===== config.mk =====
export PLATFORM = sky130hd
export DESIGN_NAME = rf_write_arbiter
export DESIGN_NICKNAME = d
export VERILOG_FILES = /design/src/rtl/rf_pkg.sv /design/src/rtl/rf_wr_slot.sv /design/src/rtl/rf_write_arbiter.sv
export SDC_FILE = /design/constraint.sdc
export NUM_CORES = 1
export LEC_CHECK = 0
export BUFFER_PORTS_ARGS = -buffer_cell sky130_fd_sc_hd__buf_2
export CAP_MARGIN = 20
export CORE_MARGIN = 8
export CORE_UTILIZATION = 30
export CTS_CLUSTER_SIZE = 24
export DETAILED_ROUTE_END_ITERATION = 16
export PLACE_DENSITY = 0.58
export SLEW_MARGIN = 20
export SYNTH_ARGS = -nofsm -noshare
export SYNTH_HDL_FRONTEND = slang
export SYNTH_SLANG_ARGS = --single-unit

===== constraint.sdc =====
create_clock -name clk -period 2.2 [get_ports clk]
set_clock_uncertainty 0.05 [all_clocks]
set_input_delay 0.22 -clock clk [delete_from_list [all_inputs] [get_ports clk]]
set_output_delay 0.22 -clock clk [all_outputs]
set_load 0.005 [all_outputs]

===== src/rtl/rf_pkg.sv =====
// Shared definitions for the register-file write port: widths, port ids, one-hot helper.
// Latency: none (types, constants and a pure function only).
// Backpressure: not applicable.
package rf_pkg;

    localparam int RF_DW   = 32;
    localparam int RF_AW   = 5;
    localparam int RF_NREG = 2 ** RF_AW;

    // Writer identities as seen on wr_src and in the round-robin pointer.
    localparam logic P0 = 1'b0;
    localparam logic P1 = 1'b1;

    // One-hot register select, all-zero when en is low. Shared with the write decoder.
    function automatic logic [RF_NREG-1:0] onehot_reg(input logic [RF_AW-1:0] addr,
                                                      input logic             en);
        logic [RF_NREG-1:0] vec;
        vec       = '0;
        vec[addr] = en;
        return vec;
    endfunction

endpackage


===== src/rtl/rf_wr_slot.sv =====
// One-entry holding register for a single register-file writer.
// Latency: loaded entry visible on the outputs one cycle after the load edge.
// Backpressure: none internally; the caller loads only when empty or draining this cycle.
module rf_wr_slot
    import rf_pkg::*;
#(
    parameter int DW = RF_DW,
    parameter int AW = RF_AW
) (
    input  logic          clk,
    input  logic          rst_n,
    input  logic          load_i,
    input  logic          drain_i,
    input  logic [AW-1:0] addr_i,
    input  logic [DW-1:0] data_i,
    output logic          full_o,
    output logic [AW-1:0] addr_o,
    output logic [DW-1:0] data_o,
    output logic          age_o
);

    logic          full_q, full_d;
    logic          age_q, age_d;
    logic [AW-1:0] addr_q, addr_d;
    logic [DW-1:0] data_q, data_d;

    // Next-state: a load wins over a drain (same-cycle refill). The age bit marks an
    // entry that has already lost one arbitration round, i.e. it is the older entry.
    always_comb begin
        full_d = full_q;
        age_d  = age_q;
        addr_d = addr_q;
        data_d = data_q;
        if (load_i) begin
            full_d = 1'b1;
            age_d  = 1'b0;
            addr_d = addr_i;
            data_d = data_i;
        end else if (drain_i) begin
            full_d = 1'b0;
            age_d  = 1'b0;
        end else if (full_q) begin
            age_d  = 1'b1;
        end
    end

    // Slot state register; reset discards any held entry.
    always_ff @(posedge clk or negedge rst_n) begin
        if (!rst_n) begin
            full_q <= 1'b0;
            age_q  <= 1'b0;
            addr_q <= '0;
            data_q <= '0;
        end else begin
            full_q <= full_d;
            age_q  <= age_d;
            addr_q <= addr_d;
            data_q <= data_d;
        end
    end

    assign full_o = full_q;
    assign age_o  = age_q;
    assign addr_o = addr_q;
    assign data_o = data_q;

endmodule


===== src/rtl/rf_write_arbiter.sv =====
// Shares the single register-file write port between pipeline write-back (P0) and multi-cycle unit (P1).
// Latency: accept at edge N, registered write visible after edge N+1; one write issued per cycle.
// Backpressure: pX_ready = slot empty or slot granted this cycle, independent of pX_valid.
module rf_write_arbiter
    import rf_pkg::*;
#(
    parameter int DW        = RF_DW,
    parameter int AW        = RF_AW,
    parameter bit ZERO_DROP = 1'b1
) (
    input  logic              clk,
    input  logic              rst_n,
    input  logic              p0_valid,
    output logic              p0_ready,
    input  logic [AW-1:0]     p0_addr,
    input  logic [DW-1:0]     p0_data,
    input  logic              p1_valid,
    output logic              p1_ready,
    input  logic [AW-1:0]     p1_addr,
    input  logic [DW-1:0]     p1_data,
    output logic              wr_en,
    output logic [AW-1:0]     wr_addr,
    output logic [DW-1:0]     wr_data,
    output logic              wr_src,
    output logic [2**AW-1:0]  pend_mask
);

    logic          s0_full, s1_full;
    logic          s0_age, s1_age;
    logic [AW-1:0] s0_addr, s1_addr;
    logic [DW-1:0] s0_data, s1_data;
    logic          s0_zero, s1_zero;

    logic          grant0, grant1, grant_any;
    logic          p0_load, p1_load;
    logic [AW-1:0] sel_addr;
    logic [DW-1:0] sel_data;
    logic          sel_drop;

    logic          rr_q, rr_d;
    logic          wr_en_q, wr_en_d;
    logic [AW-1:0] wr_addr_q, wr_addr_d;
    logic [DW-1:0] wr_data_q, wr_data_d;
    logic          wr_src_q, wr_src_d;

    // Slots are loaded only on a valid handshake, so idle address/data buses never leak.
    assign p0_ready = ~s0_full | grant0;
    assign p1_ready = ~s1_full | grant1;
    assign p0_load  = p0_valid & p0_ready;
    assign p1_load  = p1_valid & p1_ready;

    rf_wr_slot #(.DW(DW), .AW(AW)) u_slot0 (
        .clk     (clk),
        .rst_n   (rst_n),
        .load_i  (p0_load),
        .drain_i (grant0),
        .addr_i  (p0_addr),
        .data_i  (p0_data),
        .full_o  (s0_full),
        .addr_o  (s0_addr),
        .data_o  (s0_data),
        .age_o   (s0_age)
    );

    rf_wr_slot #(.DW(DW), .AW(AW)) u_slot1 (
        .clk     (clk),
        .rst_n   (rst_n),
        .load_i  (p1_load),
        .drain_i (grant1),
        .addr_i  (p1_addr),
        .data_i  (p1_data),
        .full_o  (s1_full),
        .addr_o  (s1_addr),
        .data_o  (s1_data),
        .age_o   (s1_age)
    );

    // Arbitration: lone full slot wins; otherwise the older entry (keeps same-register
    // writes in arrival order); a same-cycle tie goes to the port the pointer did not name.
    always_comb begin
        grant0 = 1'b0;
        grant1 = 1'b0;
        if (s0_full && !s1_full) begin
            grant0 = 1'b1;
        end else if (s1_full && !s0_full) begin
            grant1 = 1'b1;
        end else if (s0_full && s1_full) begin
            if (s0_age != s1_age) begin
                grant0 = s0_age;
                grant1 = s1_age;
            end else if (rr_q == P0) begin
                grant1 = 1'b1;
            end else begin
                grant0 = 1'b1;
            end
        end
    end

    assign grant_any = grant0 | grant1;
    assign sel_addr  = grant1 ? s1_addr : s0_addr;
    assign sel_data  = grant1 ? s1_data : s0_data;
    assign sel_drop  = ZERO_DROP && (sel_addr == '0);

    // Output-stage next state: a dropped register-0 write still drains but never enables.
    always_comb begin
        rr_d      = rr_q;
        wr_en_d   = 1'b0;
        wr_addr_d = wr_addr_q;
        wr_data_d = wr_data_q;
        wr_src_d  = wr_src_q;
        if (grant_any) begin
            rr_d      = grant1 ? P1 : P0;
            wr_en_d   = ~sel_drop;
            wr_addr_d = sel_addr;
            wr_data_d = sel_data;
            wr_src_d  = grant1 ? P1 : P0;
        end
    end

    // Registered write port and round-robin pointer.
    always_ff @(posedge clk or negedge rst_n) begin
        if (!rst_n) begin
            rr_q      <= P0;
            wr_en_q   <= 1'b0;
            wr_addr_q <= '0;
            wr_data_q <= '0;
            wr_src_q  <= P0;
        end else begin
            rr_q      <= rr_d;
            wr_en_q   <= wr_en_d;
            wr_addr_q <= wr_addr_d;
            wr_data_q <= wr_data_d;
            wr_src_q  <= wr_src_d;
        end
    end

    assign wr_en   = wr_en_q;
    assign wr_addr = wr_addr_q;
    assign wr_data = wr_data_q;
    assign wr_src  = wr_src_q;

    // Register-0 entries that will be discarded never count as pending.
    assign s0_zero = ZERO_DROP && (s0_addr == '0);
    assign s1_zero = ZERO_DROP && (s1_addr == '0);

    assign pend_mask = onehot_reg(s0_addr, s0_full & ~s0_zero)
                     | onehot_reg(s1_addr, s1_full & ~s1_zero)
                     | onehot_reg(wr_addr_q, wr_en_q);

endmodule


* Word-level counts from Yosys, hierarchy flattened
Cells that the tools add are included.
Cells by class: add/sub/neg operators 0, $mul 0, div/mod/pow operators 0, order comparisons 6, eq/ne operators 1, shifts and indexed selects 0, muxes and demuxes 30, bitwise gates (word level) 17, reduce and logical (&&, ||, !) cells 15
Operator list (number):
- AND 32 bit | 3
- bitwise OR 32 bit | 2
- 2-to-1 mux 32 bit | 1
- 2-to-1 mux 1 bit | 25
- < comparator 5 x 6 -> 1 bit (second input constant) | 3
- demux 1 bit (select 5 bit) | 3
- >= comparator 5 x 1 -> 1 bit (second input constant) | 3
- logical NOT 5 bit | 3
- logical AND 1 bit | 6
- nonzero test 3 bit | 2
- 2-to-1 mux 5 bit | 1
- NOT 1 bit | 5
- AND 1 bit | 4
- nonzero test 2 bit | 2
- bitwise OR 1 bit | 3
- logical NOT 1 bit | 2
- != test 1 bit | 1
Word-level totals: bits in registers 117, bits in latches 0, bits in writable memories 0, memory bits (read-only) 0, bits of input ports 78, output and inout bits 73, word-level logic and storage cells 81, memories kept 0

* Logic depth before layout (Yosys ltp)
Gate-level depths: netlist (run 1).
word-level depth 9, gate-level depth with buffers 7, gate-level depth less buffers 4

* Modules after synthesis
A second synthesis (run 1) with hierarchy kept.
Unflattened totals: cells, all modules 495, area total of the unflattened synthesis 5853.1 um^2
By module, submodules not included:
- rf_wr_slot | times used 2, cells each 84, area an instance 1480.2 um^2
- rf_write_arbiter | times used 1, cells each 327, area an instance 2892.8 um^2

* Worst setup path after synthesis (run 1)
Ideal clock, no wire load.
path type reg2reg, from register u_slot1.full_q (netlist: u_slot1.full_o), to register u_slot1.addr_q[3] (netlist: u_slot1.addr_o[3]), setup time 128 ps, arrival 1568 ps, data required time 2022 ps, setup slack 454 ps, stages on the path, launching flop included 7, cell sequence dfrtp_1 buf_4 and2_1 or3b_4 nand2_8 buf_8 mux2_1
On the way: word-level cells in the longest chain between the ends 6, elaborated cells on any way between the ends 10, those cells by class 3 x mux; 3 x bitwise; 4 x reduce/logical
RTL lines:
- from (decl) | line rf_wr_slot.sv:22 | logic full_q, full_d;
- from (signal assigned) | line rf_wr_slot.sv:55 | full_q <= full_d;
- logical AND 1 bit | line rf_write_arbiter.sv:87 | end else if (s0_full && s1_full) begin
- 2-to-1 mux 1 bit | line rf_write_arbiter.sv:87
- 2-to-1 mux 1 bit | line rf_write_arbiter.sv:85 | end else if (s1_full && !s0_full) begin
- 2-to-1 mux 1 bit | line rf_write_arbiter.sv:83 | if (s0_full && !s1_full) begin
- bitwise OR 1 bit (*) | line rf_write_arbiter.sv:48 | assign p1_ready = ~s1_full | grant1;
- named net p1_ready | line rf_write_arbiter.sv:18 | output logic p1_ready,
- AND 1 bit (*) | line rf_write_arbiter.sv:50 | assign p1_load = p1_valid & p1_ready;
- to (signal assigned) | line rf_wr_slot.sv:57 | addr_q <= addr_d;
- to (decl) | line rf_wr_slot.sv:24 | logic [AW-1:0] addr_q, addr_d;
The timed path passes the listed nets; every way through them passes the cells marked *. A chain may end at the register's enable or synchronous reset.

* Worst setup path after layout (run 1)
from register u_slot0.addr_q[4] (netlist: u_slot0.addr_o[4]), to output port pend_mask[16]
On the way: word-level cells in the longest chain between the ends 7, elaborated cells on any way between the ends 11, those cells by class 2 x order compare; 2 x mux; 5 x bitwise; 2 x reduce/logical
RTL lines:
- from (decl) | line rf_wr_slot.sv:24
- from (signal assigned) | line rf_wr_slot.sv:57
- < comparator 5 x 6 -> 1 bit (implied by the code) or >= comparator 5 x 1 -> 1 bit (tied branches) | line rf_pkg.sv:19 | vec[addr] = en;
- logical AND 1 bit (implied by the code) | line rf_pkg.sv:19
- 2-to-1 mux 1 bit (implied by the code) | line rf_pkg.sv:19
- demux 1 bit (select 5 bit) | line rf_pkg.sv:19
- AND 32 bit (no source line) (*)
- bitwise OR 32 bit (*) | line rf_write_arbiter.sv:147 | | onehot_reg(s1_addr, s1_full & ~s1_zero)
- bitwise OR 32 bit (*) | line rf_write_arbiter.sv:148 | | onehot_reg(wr_addr_q, wr_en_q);
- to (decl) | line rf_write_arbiter.sv:25 | output logic [2**AW-1:0] pend_mask
Mark *: on every way between the ends. The rest lies on a longest branch, timed or not.

==> metrics, run 1 <==
status completed; first-pass GRT wire length 28760 microns; Mean Syn Cell Area 11.66 sq um; Fin. Hold Viols 0; Root Buffer clkbuf_16; largest net degree at the start of global routing 53; worst-path cell chain nor3b_1 > a22oi_1 > nand2_1 > buf_2; CP delay by family, top simple AND/OR/NAND/NOR gates; Fmax 0.4745 GHz; drt pass-1 iters 5; Setup crit start kind register; Initial Util 30.23%; commonest cells after routing, fill and taps aside 149 x buf_2, 116 x dfrtp_1, 97 x nand2_1, 64 x dlygate4sd3_1, 42 x mux2_2; worst slew pin tran 0.6893 ns; fin worst setup slack 0.09242 ns; core area 0.01921 sq mm; commonest non-fill, non-tap cell in the layout buf_2; FILL cells 1831; die width 155.1 microns; antenna diode count 0; reg2reg start u_slot0.full_o; worst hold path depth 2; CP max stage cell dfrtp_1; Worst Setup Path Type reg2out; Synth Cell Area 0.005807 sq mm; antenna violations before repair 1; GR Util met3 4.743%; gpl congestion 0.8630; CTS max path bufs 2; die height 155.1 microns; worst hold start p1_addr[3]; Top FF cell, synth dfrtp_1; Slew HR 54.04%; HP Class in2reg; Syn Nets 576; initial drt markers 338; TritonCTS clock tree built; Vias/cell 4.912; # IOs 151; layout cells sized above 1 41.35%; EDFF count, synth 0; H-tree Lvls 4; synthesized instance count 498; RSZ-0062 raised after global routing yes; Worst path max stage delay 0.56 ns; Residual DRC 0; worst slack, placed 0.2712 ns; Final Instance Area 0.008195 sq mm; Hold Worst Slack 0.02347 ns; number of routed nets with antenna violations 0; R2R Setup Slk 0.25 ns; largest fanout on the critical path 10; DR WL/cell 18.24 microns; WP buf/inv 1; via count 4878; Max VDD drop 0.0006389 V; Clk pin slew, worst setup/hold paths 0.05 ns; total CTS buffers 17; FP Rows 51; PD cells 1318 mW/mm^2; # nets final 793; flop and latch count out of synthesis 117; Port Buffers 150; Top Usage Layer GRT met2; FF-to-FF End u_slot1.data_o[12]; async set or reset register ratio after synthesis 100.0%; DIE AREA 0.02406 sq mm; Tcrit/Tclk final 95.80%; Area Growth Syn to Fin 41.13%; Slew Viols, Final 0; Synth cell types 36; Post-Route Setup TNS 0 ns; Seq/Total Area, Yosys 50.42%; met1 Use GR 18.54%; GRT Util Overall 15.13%; Post-DP Area 0.006860 sq mm; Setup violations, final 0; Sinks on Clock Net 117; total grt overflow 0; YS warnings 0; hold endpoint u_slot1.addr_o[3]; Maximum Capacitance Violations 0; Worst R2R Path Depth 4; clk_lat worst skew 0.40 ns; crit path time final 2.108 ns; Critical Path RT 1.93 ns; Detailed Place HPWL 12120 microns; crit path capture type output port; CP Data Arrival Time 1.84 ns; vias in the first global route 5225; WL final 18110 microns; met2 GRT Util 24.68%; leakage 3.874 nW
## registers in the layout (all words and copies together) (netlist names), 5 cells and up
signal	count
u_slot0.addr_o	5
u_slot0.data_o	32
u_slot1.addr_o	5
u_slot1.data_o	32
wr_addr	5
wr_data	32
## power by group
| part | internal (mW) | switching [mW] | total, mW | leakage, nW |
|---|---|---|---|---|
| combinational | 2.10 | 2.06 | 4.16 | 2.22 |
| clock | 1.88 | 0.928 | 2.81 | 0.294 |
| sequential | 3.03 | 0.806 | 3.84 | 1.36 |
## cells by family after synthesis
kind of cell	count (synthesis)	synth area share [%]
buffers and inverters	44	4.180
muxes	110	20.56
DFF	117	50.42
and+or+nand+nor	149	12.30
AOI/OAI and AO/OA	78	12.54
## per-layer routing
metal	routed length, microns	share of wire, %
met3	1343	7.4
met4	207	1.1
met2	8693	48
met5	13	0.072
met1	7855	43
## worst max-delay path by stage
stage,from,endpoint,slack [ns],depth (start not counted)
after floorplan,u_slot1.full_o,u_slot1.addr_o[3],0.45,6
after global placement,u_slot0.full_o,u_slot1.data_o[9],0.29,4
after detailed placement,u_slot1.full_o,u_slot1.data_o[9],0.27,4
after CTS,u_slot1.full_o,pend_mask[25],0.02,5
after global routing,u_slot1.full_o,pend_mask[25],-0.05,5
final,u_slot0.addr_o[4],pend_mask[16],0.09,4
## through the flow
step,power (mW),util [%],std cells
final,10.81,42.67,993
after detailed placement,7.871,35.72,892
after global routing,11.48,42.67,993
after global placement,7.720,35.72,892
after floorplan,6.233,-,498
after CTS,10.82,42.23,988
## Yosys cell counts, types with 3 or more instances
cell | number | area [sq um]
nor3_1 | 4 | 20.02
and2_1 | 3 | 18.77
a22oi_1 | 28 | 210.2
and3b_1 | 8 | 70.07
nand2b_1 | 4 | 25.02
buf_6 | 4 | 45.04
nor3b_1 | 11 | 82.58
o221a_2 | 37 | 416.7
o21ai_0 | 3 | 15.01
nand2_1 | 98 | 367.9
buf_8 | 3 | 45.04
mux2_1 | 32 | 360.4
inv_1 | 3 | 11.26
mux2i_1 | 36 | 360.4
mux2_2 | 42 | 473.0
a222oi_1 | 3 | 30.03
and3_1 | 6 | 37.54
clkbuf_1 | 21 | 78.83
buf_2 | 8 | 40.04
nor2_1 | 10 | 37.54
dfrtp_1 | 117 | 2928
buf_1 | 3 | 11.26
## layout make-up
cell class | count | area [sq um] | share of cell area [%]
Clock buffer | 21 | 440.4 | 5.374
Clock inverter | 11 | 157.7 | 1.924
Inverter | 4 | 15.01 | 0.1832
Multi-Input combinational cell | 337 | 2703 | 32.98
Sequential cell | 117 | 2929 | 35.74
Tap cell | 265 | 331.6 | 4.046
Timing Repair Buffer | 238 | 1619 | 19.76
## worst reg2reg max path: stages (launching register included)
cell     delay (ns)
dfrtp_1        0.45
and2_1         0.19
or3b_4         0.44
nand2_8        0.31
mux2_2         0.39
## timing repair
item                       in CTS  in global routing
pin swaps                       1                  3
hold endpoints to repair      113                  0
resized for setup               3                 11
setup endpoints to repair       3                 16
buffers inserted                0                  5
hold buffers                   64                  0
cloned                          0                  0
No activity file was read; power rests on OpenSTA's default activity.
==> run 2, diff against run 1 <==
--- a/config.mk
+++ b/config.mk
@@ -5,6 +5,7 @@
 export SDC_FILE = /design/constraint.sdc
 export NUM_CORES = 1
 export LEC_CHECK = 0
+export ABC_AREA = 1
 export BUFFER_PORTS_ARGS = -buffer_cell sky130_fd_sc_hd__buf_2
 export CAP_MARGIN = 20
 export CORE_MARGIN = 8
@@ -12,6 +13,7 @@
 export CTS_CLUSTER_SIZE = 24
 export DETAILED_ROUTE_END_ITERATION = 16
 export PLACE_DENSITY = 0.58
+export REMOVE_ABC_BUFFERS = 1
 export SLEW_MARGIN = 20
 export SYNTH_ARGS = -nofsm -noshare
 export SYNTH_HDL_FRONTEND = slang
==> run 2 against run 1 <==
Sequential power grew 4%. Critical endpoint is now pend_mask[28]. Register-to-register slack gained 0.22 ns. Die area shrank 2.8%. Synthesized cell count grew 44%. Largest cell class unchanged. Largest power group unchanged. Clock-buffer cell count grew 1. Via count grew 17%. Worst setup slack lost 0.029 ns. Cell area shrank 3.0%. Global-route usage grew 2.4 points. Fmax shrank 1.4%. Sequential cell count is the same.
==> metrics, run 2 <==
worst slew pin tran 0.6317 ns (was 0.6893 ns); core area 0.01858 sq mm (was 0.01921 sq mm); commonest non-fill, non-tap cell in the layout nand2_1 (was buf_2); die height 152.9 microns (was 155.1 microns); Setup crit start kind register (unchanged); YS warnings 0 (unchanged); PD cells 1543 mW/mm^2 (was 1318 mW/mm^2); initial drt markers 327 (was 338); first-pass GRT wire length 32600 microns (was 28760 microns); layout cells sized above 1 24.95% (was 41.35%); synth top area cells dfrtp_1 52%, nand2_1 17%, nand3_1 16%, nor3_1 3.0%, inv_1 2.0% (was dfrtp_1 50%, mux2_2 8.1%, o221a_2 7.2%, nand2_1 6.3%, mux2i_1 6.2%); crit path time final 2.137 ns (was 2.108 ns); synthesized instance count 719 (was 498); total CTS buffers 17 (unchanged); commonest cells after routing, fill and taps aside 254 x nand2_1, 179 x nand3_1, 149 x buf_2, 115 x dfrtp_1, 48 x dlygate4sd3_1 (was 149 x buf_2, 116 x dfrtp_1, 97 x nand2_1, 64 x dlygate4sd3_1, 42 x mux2_2); via count 5693 (was 4878); async set or reset register ratio after synthesis 100.0% (unchanged); Tcrit/Tclk final 97.13% (was 95.80%); Worst R2R Path Depth 10 (was 4); list of most frequent post-synthesis cells 254 x nand2_1, 179 x nand3_1, 117 x dfrtp_1 (was 117 x dfrtp_1, 98 x nand2_1, 42 x mux2_2); R2R Setup Slk 0.47 ns (was 0.25 ns); fin cells 1176 (was 993); Critical Path RT 1.93 ns (about the same); largest fanout on the critical path 6 (was 10); Detailed Place HPWL 13770 microns (was 12120 microns); cell taking the most area after synthesis dfrtp_1 (unchanged); Initial Util 30.27% (was 30.23%); FP Rows 50 (was 51); Clock Power Share 24.8% (was 26.0%); vias in the first global route 5957 (was 5225); Worst Setup Path Type reg2out (unchanged); total power 12.27 mW (was 10.81 mW); RSZ-0062 raised after global routing yes (unchanged); die width 152.9 microns (was 155.1 microns); Internal Pwr Total 7.249 mW (was 7.014 mW); Synth top area share 52.06% (was 50.42%); Slew HR 57.56% (was 54.04%); H-tree Lvls 4 (unchanged); Psw 5.018 mW (was 3.791 mW); EDFF count, synth 0 (unchanged); Hold Worst Slack 0.01254 ns (was 0.02347 ns); # IOs 151 (unchanged); Top FF cell, synth dfrtp_1 (unchanged); # nets final 1007 (was 793); Max VDD drop 0.001022 V (was 0.0006389 V); Clk pin slew, worst setup/hold paths 0.05 ns (about the same); Fmax 0.4680 GHz (was 0.4745 GHz); Residual DRC 0 (unchanged); status completed (unchanged); DIE AREA 0.02338 sq mm (was 0.02406 sq mm); DR WL/cell 16.92 microns (was 18.24 microns); top-count cell post-synth nand2_1 (was dfrtp_1); TritonCTS clock tree built (unchanged); Comb pwr share 42.8% (was 38.5%); Slew Viols, Final 0 (unchanged); Synth cell types 22 (was 36); antenna diode count 0 (unchanged); hold endpoint u_slot0.data_o[20] (was u_slot1.addr_o[3]); CP Data Arrival Time 1.87 ns (was 1.84 ns); reg2reg start u_slot0.full_o (unchanged); total grt overflow 0 (unchanged); Mean Syn Cell Area 7.822 sq um (was 11.66 sq um); Sinks on Clock Net 117 (unchanged); crit path capture type output port (unchanged); worst hold start p0_data[20] (was p1_addr[3]); largest net degree at the start of global routing 44 (was 53); placed cells 1094 (was 892); Setup violations, final 0 (unchanged); Final Instance Area 0.007950 sq mm (was 0.008195 sq mm); FILL cells 1864 (was 1831); Port Buffers 150 (unchanged); FF-to-FF End wr_en (was u_slot1.data_o[12]); WL final 19890 microns (was 18110 microns); Seq/Total Area, Yosys 52.06% (was 50.42%); switching share of power 40.90% (was 35.08%); fin worst setup slack 0.06312 ns (was 0.09242 ns); Area Growth Syn to Fin 41.36% (was 41.13%); Post-DP Area 0.006734 sq mm (was 0.006860 sq mm); leakage 4.101 nW (was 3.874 nW); Vias/cell 4.841 (was 4.912); Maximum Capacitance Violations 0 (unchanged); Synth Cell Area 0.005624 sq mm (was 0.005807 sq mm); flop and latch count out of synthesis 117 (unchanged); Root Buffer clkbuf_16 (unchanged); clk_lat worst skew 0.42 ns (was 0.40 ns); Sequential Power Share 32.4% (was 35.5%); Fin. Hold Viols 0 (unchanged); number of routed nets with antenna violations 0 (unchanged); worst slack, placed 0.3569 ns (was 0.2712 ns); antenna violations before repair 0 (was 1); drt pass-1 iters 4 (was 5); HP Class in2reg (unchanged); worst hold path depth 3 (was 2); GRT Util Overall 17.50% (was 15.13%); CTS max path bufs 2 (unchanged); gpl congestion 0.8837 (was 0.8630)
[run 2: cell count changes in the layout (fill, tap and decap cells not counted), sizes merged, moves of 27 or more]
cell / delta
nand2: +159
nand3: +179
mux2i: -36
inv: +27
mux2: -74
a22oi: -28
nor3: +30
o221a: -37
[run 2: worst max-delay path by stage]
stage / startpoint / end / slack (ns) / cells past startpoint
finish: u_slot1.addr_o[3] / pend_mask[28] / 0.06 / 5
global route: u_slot0.full_o / p1_ready / -0.02 / 7
CTS: u_slot0.full_o / p1_ready / 0.006 / 7
detailed placement: u_slot0.full_o / p1_ready / 0.36 / 7
global placement: u_slot0.full_o / p1_ready / 0.41 / 7
floorplan: u_slot1.full_o / u_slot1.addr_o[0] / -0.85 / 5
[run 2: area by class of cell]
class / count / area, sq um / share of cell area (%)
clock inverter: 10 / 175.2 / 2.203
timing repair buffer: 232 / 1546 / 19.45
multi-input combinational: 530 / 2412 / 30.34
inverter: 31 / 116.4 / 1.464
clock buffer: 22 / 474.2 / 5.965
tap: 234 / 292.8 / 3.683
sequential: 117 / 2933 / 36.89
[run 2: timing repair]
action | CTS | global route
hold endpoints to repair | 79 | 0
setup endpoints to repair | 2 | 27
setup buffers | 0 | 2
hold buffers | 48 | 0
gates resized for setup | 3 | 13
[run 2: power by group through the flow]
stage                     Combinational [mW]  Sequential, mW  Clock, mW
final                                   5.25            3.98       3.04
after global routing                    5.91            4.12       3.20
after global placement                  4.95            4.03          0
after detailed placement                5.05            4.01          0
after floorplan                         2.74            3.88          0
after CTS                               5.13            4.00       3.10
[run 2: stage by stage]
stage	utilization [%]	TNS, ns
floorplan	-	-49.92
global placement	36.24	0
detailed placement	36.24	0
CTS	42.38	0
global route	42.79	-0.01867
finish	42.79	0
[run 2: metal layers]
layer	part of all wire [%]	track usage (%)	vias up	routed length (microns)
met4	1.5	4.901	0	291
met2	47	28.82	188	9326
met1	46	22.16	2683	9100
met3	5.9	4.793	27	1176
met5	0	0	-	0
li1	-	-	2795	-
[run 2: worst max-delay path, cell delays in order, from the launching register on]
cell,delay [ns]
dfrtp_1,0.41
inv_1,0.16
nor3_1,0.57
nand2_1,0.10
nand3_1,0.11
buf_2,0.12
[run 2: logic make-up after synthesis]
group,Yosys count,share of synthesized area (%)
AND/OR/NAND/NOR,495,38.15
flip-flops,117,52.06
buffers and inverters,72,6.207
AO/OA/AOI/OAI,35,3.582
==> run 3, diff against run 2 <==
--- a/config.mk
+++ b/config.mk
@@ -13,7 +13,6 @@
 export CTS_CLUSTER_SIZE = 24
 export DETAILED_ROUTE_END_ITERATION = 16
 export PLACE_DENSITY = 0.58
-export REMOVE_ABC_BUFFERS = 1
 export SLEW_MARGIN = 20
 export SYNTH_ARGS = -nofsm -noshare
 export SYNTH_HDL_FRONTEND = slang
==> run 3 against run 2 <==
Cell count unchanged. Fmax up 0.60%. Sequential share of layout area up 0.35 points. Clock-buffer cell count shrank 4. Hold slack got worse by 0.0049 ns. Global-route usage decreased by 1.1 points. Combinational power down 4.4%. Utilization down 0.45 points.
==> metrics, run 3 (synthesis results as in run 2) <==
status completed (unchanged); Levels on crit path 5 (unchanged); worst slack, placed 0.3570 ns (was 0.3569 ns); core area 0.01858 sq mm (unchanged); Fmax 0.4708 GHz (was 0.4680 GHz); Syn Nets 797; # IOs 151 (unchanged); CP Data Arrival Time 1.85 ns (was 1.87 ns); commonest non-fill, non-tap cell in the layout nand2_1 (unchanged); reg2reg start u_slot0.full_o (unchanged); Worst R2R Path Depth 10 (unchanged); Final Instance Area 0.007866 sq mm (was 0.007950 sq mm); Worst Setup Path Type reg2out (unchanged); TritonCTS clock tree built (unchanged); via count 5598 (was 5693); FF-to-FF End wr_en (unchanged); worst hold start p0_data[27] (was p0_data[20]); Setup crit start kind register (unchanged); commonest cells after routing, fill and taps aside 254 x nand2_1, 179 x nand3_1, 149 x buf_2, 116 x dfrtp_1, 51 x dlygate4sd3_1 (was 254 x nand2_1, 179 x nand3_1, 149 x buf_2, 115 x dfrtp_1, 48 x dlygate4sd3_1); largest fanout on the critical path 7 (was 6); leakage 4.047 nW (was 4.101 nW); Detailed Place HPWL 13140 microns (was 13770 microns); WP buf/inv 2 (unchanged); die height 152.9 microns (unchanged); layout cells sized above 1 24.10% (was 24.95%); largest net degree at the start of global routing 53 (was 44); Area Growth Syn to Fin 39.87% (was 41.36%); Critical Path RT 1.93 ns (about the same); total CTS buffers 17 (unchanged); crit path capture type output port (unchanged); WL final 18780 microns (was 19890 microns); Fin. Hold Viols 0 (unchanged); gpl congestion 0.8601 (was 0.8837); Slew HR 62.79% (was 57.56%); die width 152.9 microns (unchanged); worst-path cell chain inv_1 > nor3_1 > nand2_1 > nand3_1 > buf_2 (unchanged); DIE AREA 0.02338 sq mm (unchanged); Clk pin slew, worst setup/hold paths 0.05 ns (about the same); CP max stage cell dfrtp_1 (was nor3_1); Vias/cell 4.760 (was 4.841); antenna diode count 0 (unchanged); Root Buffer clkbuf_16 (unchanged); first-pass GRT wire length 30790 microns (was 32600 microns); placed cells 1091 (was 1094); RSZ-0062 raised after global routing yes (unchanged); Slew Viols, Final 0 (unchanged); GRT Util Overall 16.44% (was 17.50%); Worst path max stage delay 0.51 ns (was 0.57 ns); worst hold path depth 3 (unchanged); H-tree Lvls 4 (unchanged); R2R Setup Slk 0.37 ns (was 0.47 ns); hold endpoint u_slot0.data_o[27] (was u_slot0.data_o[20]); Max VDD drop 0.0008335 V (was 0.001022 V); post-layout util 42.34% (was 42.79%); fin worst setup slack 0.07586 ns (was 0.06312 ns); Maximum Capacitance Violations 0 (unchanged); antenna violations before repair 1 (was 0); HP Class in2reg (unchanged); vias in the first global route 5718 (was 5957); total grt overflow 0 (unchanged); PD cells 1505 mW/mm^2 (was 1543 mW/mm^2); DR WL/cell 15.97 microns (was 16.92 microns); Sinks on Clock Net 117 (unchanged); worst slew pin tran 0.5539 ns (was 0.6317 ns); initial drt markers 261 (was 327); FP Rows 50 (unchanged); Tcrit/Tclk final 96.55% (was 97.13%); drt pass-1 iters 5 (was 4); Initial Util 30.27% (unchanged); CTS max path bufs 2 (unchanged); # nets final 1007 (unchanged); clk_lat worst skew 0.41 ns (was 0.42 ns); Post-DP Area 0.006698 sq mm (was 0.006734 sq mm); Setup violations, final 0 (unchanged); CP delay by family, top simple AND/OR/NAND/NOR gates (unchanged); Residual DRC 0 (unchanged); Port Buffers 150 (unchanged); crit path time final 2.124 ns (was 2.137 ns); fin cells 1176 (unchanged); FILL cells 1881 (was 1864); number of routed nets with antenna violations 0 (unchanged); Hold Worst Slack 0.007598 ns (was 0.01254 ns)
## run 3: cell types whose count changed in the layout (fill, tap and decap cells not counted), sizes merged
cell | previous run | this run
bufinv | 5 | 3
dlygate4sd3 | 48 | 51
inv | 31 | 33
clkinvlp | 0 | 4
clkbuf | 22 | 18
buf | 184 | 181
## run 3: cell type report
cell class / instances / area, sq um / share of cell area, %
timing repair buffer: 232 / 1534 / 19.50
multi-input combinational: 530 / 2377 / 30.22
sequential: 117 / 2929 / 37.24
inverter: 31 / 116.4 / 1.479
clock inverter: 14 / 177.7 / 2.259
tap: 234 / 292.8 / 3.722
clock buffer: 18 / 439.2 / 5.583
## run 3: where the power goes
group / internal [mW] / leakage [nW] / switching [mW]
Sequential: 3.24 / 1.40 / 0.717
Clock: 1.82 / 0.289 / 1.03
Combinational: 1.85 / 2.35 / 3.18
## run 3: metal layers
layer / up-vias / global-route usage [%] / routed length [microns]
li1: 2797 / - / -
met1: 2598 / 20.76 / 8641
met2: 187 / 27.04 / 8855
met3: 14 / 4.595 / 1120
met4: 2 / 4.618 / 148
met5: - / 0 / 8
## run 3: worst register-to-register path: stages, from the launching register on
cell	delay [ns]
dfrtp_1	0.45
inv_2	0.11
a21oi_2	0.13
nand2_2	0.08
nand2_2	0.07
buf_4	0.42
nand2_1	0.09
o21ai_0	0.11
nand2_1	0.08
nor2_1	0.10
nor2_1	0.04
## run 3: how the worst max path moves through the flow
stage,start,end
floorplan,u_slot1.full_o,pend_mask[30]
global placement,u_slot0.full_o,wr_en
detailed placement,u_slot0.full_o,wr_en
CTS,u_slot1.full_o,pend_mask[30]
global route,wr_addr[2],pend_mask[15]
finish,wr_addr[2],pend_mask[21]
## run 3: what timing repair did
item / CTS / global route
gates resized for setup: 0 / 6
hold buffers: 50 / 1
hold endpoints to repair: 81 / 1
setup buffers: 0 / 2
setup endpoints to repair: 0 / 31
## run 3: per-stage QoR
step / setup TNS (ns) / total power [mW]
floorplan: 0 / 6.985
global placement: 0 / 8.883
detailed placement: 0 / 8.960
CTS: 0 / 11.93
global route: -0.7134 / 12.79
finish: 0 / 11.84
